[config.mk]
export PLATFORM = sky130hd
export DESIGN_NAME = comparator_seq
export DESIGN_NICKNAME = d
export VERILOG_FILES = /design/src/rtl/comparator_pkg.sv /design/src/rtl/comparator_chunk.sv /design/src/rtl/comparator_seq.sv
export SDC_FILE = /design/constraint.sdc
export NUM_CORES = 1
export LEC_CHECK = 0
export CAP_MARGIN = 30
export CELL_PAD_IN_SITES_DETAIL_PLACEMENT = 2
export CELL_PAD_IN_SITES_GLOBAL_PLACEMENT = 2
export CORE_UTILIZATION = 36
export CTS_CLUSTER_SIZE = 20
export DETAILED_ROUTE_END_ITERATION = 8
export PLACE_DENSITY_LB_ADDON = 0.1
export SETUP_SLACK_MARGIN = 0.15
export SYNTH_ARGS = -nofsm -noshare
export SYNTH_HDL_FRONTEND = slang
export SYNTH_SLANG_ARGS = --single-unit
[constraint.sdc]
create_clock -name clk -period 3.4 [get_ports clk]
set_clock_uncertainty 0.15 [all_clocks]
set_input_delay 0.85 -clock clk [delete_from_list [all_inputs] [get_ports clk]]
set_output_delay 0.85 -clock clk [all_outputs]
set_load 0.01 [all_outputs]
[src/rtl/comparator_pkg.sv]
// Shared types and helpers for the chunked sequential magnitude comparator.
// Holds the FSM state encoding, the chunk-count helper and the parameter
// legality check that the top module evaluates at elaboration.
package comparator_pkg;

    typedef enum logic [1:0] {
        IDLE = 2'd0,
        CMP  = 2'd1,
        DONE = 2'd2
    } cmp_state_t;

    // Number of CHUNK-wide slices in a WIDTH-bit operand.
    function automatic int nchunk(input int width, input int chunk);
        return width / chunk;
    endfunction

    // Legal configuration: at least 2 bits wide and an exact multiple of CHUNK.
    function automatic bit cfg_ok(input int width, input int chunk);
        return (width >= 2) && (chunk >= 1) && (chunk <= width) && ((width % chunk) == 0);
    endfunction

endpackage

[src/rtl/comparator_chunk.sv]
// Purpose: combinational unsigned magnitude compare of one CHUNK-bit slice.
// Latency: 0 cycles (pure combinational).
// Backpressure: none; outputs follow inputs.
// Ports: a, b - slice operands; gr/lt/eq - a>b, a<b, a==b (exactly one is 1).
module comparator_chunk #(
    parameter int CHUNK = 8
) (
    input  logic [CHUNK-1:0] a,
    input  logic [CHUNK-1:0] b,
    output logic             gr,
    output logic             lt,
    output logic             eq
);

    assign gr = (a > b);
    assign lt = (a < b);
    assign eq = (a == b);

endmodule

[src/rtl/comparator_seq.sv]
// Purpose: sequential WIDTH-bit signed/unsigned magnitude compare, CHUNK bits per cycle MSB-first, early exit.
// Latency: result valid k cycles after accept, k = position of first differing chunk from MSB (NCHUNK if equal).
// Backpressure: one compare in flight; DONE holds result until out_ready, in_ready returns the cycle after handoff.
// Ports: clk/rst (async active-high); in_valid/in_ready + a, b, is_signed capture a compare;
//        out_valid/out_ready hand off gr/lt/eq, which are 0 whenever out_valid is 0.
module comparator_seq
    import comparator_pkg::*;
#(
    parameter int WIDTH = 32,
    parameter int CHUNK = 8
) (
    input  logic             clk,
    input  logic             rst,
    input  logic             in_valid,
    output logic             in_ready,
    input  logic [WIDTH-1:0] a,
    input  logic [WIDTH-1:0] b,
    input  logic             is_signed,
    output logic             out_valid,
    input  logic             out_ready,
    output logic             gr,
    output logic             lt,
    output logic             eq
);

    localparam int NCHUNK = nchunk(WIDTH, CHUNK);
    localparam int IDXW   = (NCHUNK > 1) ? $clog2(NCHUNK) : 1;
    localparam logic [IDXW-1:0] IDX_TOP = IDXW'(NCHUNK - 1);

    if (!cfg_ok(WIDTH, CHUNK)) begin : g_bad_cfg
        $error("comparator_seq: WIDTH must be >= 2 and an exact multiple of CHUNK");
    end

    cmp_state_t       state_q;
    cmp_state_t       state_d;
    logic [WIDTH-1:0] a_q;
    logic [WIDTH-1:0] b_q;
    logic [IDXW-1:0]  idx_q;
    logic             gr_q;
    logic             lt_q;
    logic             eq_q;

    logic [CHUNK-1:0] a_chunk;
    logic [CHUNK-1:0] b_chunk;
    logic             c_gr;
    logic             c_lt;
    logic             c_eq;
    logic             accept;
    logic             handoff;
    logic [WIDTH-1:0] sign_mask;

    // Flipping the sign bit of both operands maps two's-complement order onto
    // unsigned order, so the datapath below is unsigned only.
    assign sign_mask = {is_signed, {(WIDTH-1){1'b0}}};

    assign accept  = in_valid && in_ready;
    assign handoff = out_valid && out_ready;

    // Single slice comparator, steered by the current chunk index.
    assign a_chunk = a_q[int'(idx_q) * CHUNK +: CHUNK];
    assign b_chunk = b_q[int'(idx_q) * CHUNK +: CHUNK];

    comparator_chunk #(
        .CHUNK (CHUNK)
    ) u_chunk (
        .a  (a_chunk),
        .b  (b_chunk),
        .gr (c_gr),
        .lt (c_lt),
        .eq (c_eq)
    );

    // State register.
    always_ff @(posedge clk or posedge rst) begin
        if (rst) begin
            state_q <= IDLE;
        end else begin
            state_q <= state_d;
        end
    end

    // Next-state logic.
    always_comb begin
        state_d = state_q;
        case (state_q)
            IDLE: if (accept) state_d = CMP;
            CMP:  if (!c_eq || (idx_q == '0)) state_d = DONE;
            DONE: if (handoff) state_d = IDLE;
            default: state_d = IDLE;
        endcase
    end

    // Outputs. Flags are registered and only ever non-zero in DONE.
    always_comb begin
        in_ready  = (state_q == IDLE);
        out_valid = (state_q == DONE);
        gr        = gr_q;
        lt        = lt_q;
        eq        = eq_q;
    end

    // Operand, index and result registers.
    always_ff @(posedge clk or posedge rst) begin
        if (rst) begin
            a_q   <= '0;
            b_q   <= '0;
            idx_q <= '0;
            gr_q  <= 1'b0;
            lt_q  <= 1'b0;
            eq_q  <= 1'b0;
        end else begin
            case (state_q)
                IDLE: begin
                    if (accept) begin
                        a_q   <= a ^ sign_mask;
                        b_q   <= b ^ sign_mask;
                        idx_q <= IDX_TOP;
                    end
                end
                CMP: begin
                    if (!c_eq) begin
                        gr_q <= c_gr;
                        lt_q <= c_lt;
                    end else if (idx_q == '0) begin
                        eq_q <= 1'b1;
                    end else begin
                        idx_q <= idx_q - IDXW'(1);
                    end
                end
                DONE: begin
                    if (handoff) begin
                        gr_q <= 1'b0;
                        lt_q <= 1'b0;
                        eq_q <= 1'b0;
                    end
                end
                default: ;
            endcase
        end
    end

endmodule

---- Yosys cells after proc, flatten, opt, wreduce, memory -nomap -nowiden ----
Index checks and enable logic that the tools add are counted.
storage, ports and cells
  output and inout port bits .............. 5
  flip-flop bits (word level) ............. 71
operators by class
  $lt $le $gt $ge ......................... 2
  equal/unequal tests ..................... 10
  shift operators ......................... 2
  bitwise gates (word level) .............. 2
  $add $sub $neg .......................... 1
  reduce and logical (&&, ||, !) cells .... 13
  multiplexer cells ....................... 16
operators with widths
  cell                                                   number
  variable part select 32 x 6 -> 8 bit                   2
  XOR 32 bit                                             2
  2-to-1 mux 2 bit                                       6
  inequality test 2 bit, second input constant           5
  equality test 8 bit                                    1
  greater-than comparator 8 bit                          1
  < comparator 8 bit                                     1
  AND reduction 4 bit                                    2
  case mux 1 bit (2 select lines)                        3
  case mux 2 bit (3 select lines)                        1
  AND reduction 3 bit                                    2
  2-to-1 mux 1 bit                                       5
  logical NOT 2 bit                                      2
  inequality test 2 x 1 -> 1 bit, second input constant  2
  case mux 2 bit (2 select lines)                        1
  nonzero test 2 bit                                     2
  equality test 2 x 1 -> 1 bit, second input constant    1
  equality test 2 bit, second input constant             1
  logical AND 1 bit                                      2
  AND reduction 2 bit                                    1
  subtractor 2 x 1 -> 2 bit, second input constant       1
  logical NOT 1 bit                                      1
  logical OR 1 bit                                       1

---- Logic depth before layout (Yosys ltp) ----
  depth in word-level cells ............... 6
  depth in mapped cells ................... 9
  gate-level depth less buffers ........... 7

---- Modules after synthesis ----
From an unflattened synthesis, not the netlist that was laid out.
second synthesis, totals
  cell total of the unflattened synthesis .. 230
  area total of the unflattened synthesis .. 3385.7 µm²
modules (own cells, without submodules)
  module            area an instance (µm²)  cells an instance  times used
  comparator_seq    3160.5                  201                1
  comparator_chunk  225.2                   29                 1

---- Worst setup path after synthesis ----
OpenSTA, ideal clock, no wires.
  kind .................................... register -> register
  from .................................... register idx_q[0]
  to ...................................... register gr_q (netlist: gr)
  required time ........................... 3.102 ns
  arrival ................................. 2.344 ns
  setup slack ............................. 0.758 ns
  path buffers ............................ 2
  stages on the path, launching flop included .. 9
  cells stage by stage .................... dfrtp_1 buf_4 buf_4 mux4_2 ha_1 nand4_1 o21ai_1 a2111oi_2 a222oi_1
between the ends
  cells in the longest elaborated chain, start to end .. 4
  elaborated cells between the ends (all ways) .. 8
  classes of those cells .................. 1 x order compare; 2 x eq/ne; 2 x shift; 2 x mux; 1 x reduce/logical
RTL lines
  what                                                                    line                                            text
  start: declaration                                                      comparator_seq.sv:38                            logic [IDXW-1:0] idx_q;
  start signal: assignment                                                comparator_seq.sv:127                           idx_q <= idx_q - IDXW'(1);
  variable part select 32 x 6 -> 8 bit (on tied branches)                 comparator_seq.sv:60, comparator_seq.sv:61
  greater-than comparator 8 bit or equality test 8 bit (tied branches)    comparator_chunk.sv:15, comparator_chunk.sv:17
  2-to-1 mux 1 bit or inequality test 2 bit (tied branches)               -
  case mux 1 bit (2 select lines) or AND reduction 3 bit (tied branches)  -
  end signal: assignment                                                  comparator_seq.sv:122                           gr_q <= c_gr;
  end: declaration                                                        comparator_seq.sv:39                            logic gr_q;
Parallel ways exist; a longest one is shown, timed or not. The select of a mux whose other input is x is not followed.
A chain may end at the register's enable or synchronous reset.

---- Worst setup path after layout ----
Same ends and word-level chain as after synthesis.

==> run summary <==
status = completed
FFs w/ async S/R, synth = 100%
fmax = 0.349 GHz
Iter 0 DRT Violations = 44
Crit path largest cell delay = 0.54 ns
I/O Buffers = 73
Crit. End Element = flop
Setup violations, final = 0
Commonest cells post-synth = dfrtp_1 (71), mux2_4 (36), mux2_2 (27)
combinational power share = 42.2%
DIE AREA = 10300 sq um
Critical Path Fanout Max = 13
final hold violations = 0
worst slew pin tran = 0.716 ns
Switching Share = 31.6%
Rows = 35
largest net degree at the start of global routing = 67
Slew HR = 52.2%
most common cell in the synthesized netlist = dfrtp_1
Max Slew Vio Count = 0
Worst setup startpoint = idx_q[0]$_DFFE_PP0P_
Sequential Power Share = 42.3%
Die Wd = 101 microns
Worst Path Arrival = 2.90 ns
R2R setup slack = 0.53 ns
Synth Flop Type = dfrtp_1
fin nets = 381
vias in the first global route = 2477
Worst-Skew Late Latency = 0.34 ns
first-pass GRT wire length = 13.2 mm
clock transition at the registers of the reported paths = 0.07 ns
GRT Overall Usage = 17.5%
synthesis-stage register bit count = 71
Layout Utilization = 48.2%
remaining antenna violation count = 0
die height = 101 microns
Avg WL per Cell = 18.5 microns
yosys warns = 0
Reg-to-Reg End = gr$_DFFE_PP0P_
total detailed-routing wirelength = 8.06 mm
Post-CTS Resized = 0
Synth area leader = dfrtp_1
clk root buf = clkbuf_8
crit path launch type = flop
share of layout cells above drive strength 1 = 33.2%
syn_nets = 305
antenna cells = 0
min-delay worst type = reg -> reg
Critical R2R Launch = idx_q[0]$_DFFE_PP0P_
post-synth cell types = 33
worst IR drop on VDD = 0.000386 V
H-tree depth = 3
# DRC = 0
Critical Path, Cell by Cell = buf_4 -> mux4_2 -> ha_1 -> nand4_1 -> o21ai_1 -> a2111oi_2 -> a222oi_1
Mean Syn Cell Area = 15.6 sq um
Slowest-stage cell, CP = mux4_2
initial antenna violation count = 0
CORE AREA = 9370 sq um
MaxCap Viol Count = 0
Final GP Congestion = 0.697
CTS tree = built
Clk network pwr share = 15.5%
DR vias = 2121
largest cells by area after synthesis = dfrtp_1 (50%), mux2_4 (15%), mux4_2 (10%)
PwrDens = 810 nW/um^2
CP required = 3.44 ns
starting density of the core = 37.8%
Area growth, synth to finish = 27.3%
P_sw = 1.16 mW
drt via density = 4.86
clock sinks = 71
Setup CP Type = reg -> reg
worst r2r path cells = 7
CTS max path bufs = 2
register area share after synthesis = 50.1%
Leakage = 1.94 nW
I/O Pins = 74
Num CTS Buffers = 9
HPWL after detailed placement = 5.83 mm
RSZ-0062 raised after global routing = false
Post-synth EDFFs = 0
Post-CTS Hold Buffers = 0
area fraction of the dominant cell type after synthesis = 50.1%
synthesized instance count = 227
GR Overflow Total = 0
First-pass DRT Iterations = 4
Final Cycle Share = 84.3%
Tmin final = 2.87 ns
Cell Area, Synth = 3550 sq um
post-CTS setup buffers = 0
Worst Setup EP = gr$_DFFE_PP0P_
Pint = 2.50 mW
setup TNS = 0 ns
cell families after synthesis:
kind of cell / share of synthesized area, %
AO/OA/AOI/OAI: 3.25
XOR/XNOR: 0.494
adder cells (fa/ha/maj): 3.18
buffers and inverters: 5.29
flip-flops: 50.1
multiplexers: 34.3
AND/OR/NAND/NOR: 3.42
per-layer routing:
layer	vias up	GRT usage (%)	routed length (microns)
li1	974	-	-
met1	1100	21.0	3390
met2	42	31.2	4350
met3	5	3.86	241
met4	0	6.02	79
met5	-	0	0
layout by cell type, fill, tap and decap left out, drive strengths merged, types with 2 or more instances in the layout:
master and instances:
a21oi 4, nand2b 3, nand4 2, nand2 5, ha 9, nor2 7, mux4 16, o22ai 2
a31oi 3, o21ai 3, clkbuf 11, nor2b 2, inv 12, clkinv 4, xnor2 2, dfrtp 71
mux2 63, clkdlybuf4s50 73, buf 5
per-stage QoR:
step	power (mW)	setup slack, ns	instance area, sq um	std cells	hold slack (ns)
3_5_place_dp	3.11	0.534	4360	421	0.345
3_3_place_gp	3.03	0.764	4360	421	0.335
5_1_grt	3.91	0.292	4510	436	0.385
6_report	3.66	0.534	4510	436	0.362
4_1_cts	3.72	0.518	4510	436	0.368
2_1_floorplan	2.71	0.603	3550	227	0.325
critical path, delay by kind of cell (launching register included):
family	cells	cell delay, ns
AO/OA/AOI/OAI	3	0.82
adder cells (fa/ha/maj)	1	0.36
buffers and inverters	1	0.26
flip-flops	1	0.35
multiplexers	1	0.54
AND/OR/NAND/NOR	1	0.23
power groups by stage:
stage / Clock [mW] / Sequential [mW] / Combinational [mW]
2_1_floorplan: 0 / 1.42 / 1.28
3_3_place_gp: 0 / 1.55 / 1.48
3_5_place_dp: 0 / 1.57 / 1.54
4_1_cts: 0.592 / 1.56 / 1.57
5_1_grt: 0.622 / 1.61 / 1.69
6_report: 0.565 / 1.55 / 1.54
worst min path at each step:
stage                                   start                   to  cells after the start
after global routing      b_q[13]$_DFFE_PP0P_  b_q[13]$_DFFE_PP0P_                      1
after global placement    b_q[20]$_DFFE_PP0P_  b_q[20]$_DFFE_PP0P_                      1
after floorplan           b_q[16]$_DFFE_PP0P_  b_q[16]$_DFFE_PP0P_                      1
after detailed placement  a_q[19]$_DFFE_PP0P_  a_q[19]$_DFFE_PP0P_                      1
final                      b_q[2]$_DFFE_PP0P_   b_q[2]$_DFFE_PP0P_                      1
after CTS                  b_q[2]$_DFFE_PP0P_   b_q[2]$_DFFE_PP0P_                      1
flip-flops by register name, indices dropped and copies added, names as in the netlist:
signal,cells
b_q,32
gr,1
a_q,32
idx_q,2
eq,1
lt,1
state_q,2
cell type report:
| cell class | instances | area (sq um) |
|---|---|---|
| tap | 129 | 161 |
| clock inverter | 4 | 23.8 |
| fill | 929 | 4860 |
| multi-input combinational | 131 | 1580 |
| sequential | 71 | 1780 |
| inverter | 12 | 45.0 |
| clock buffer | 11 | 131 |
| timing repair buffer | 78 | 793 |
Power figures use the tool's default switching activity.
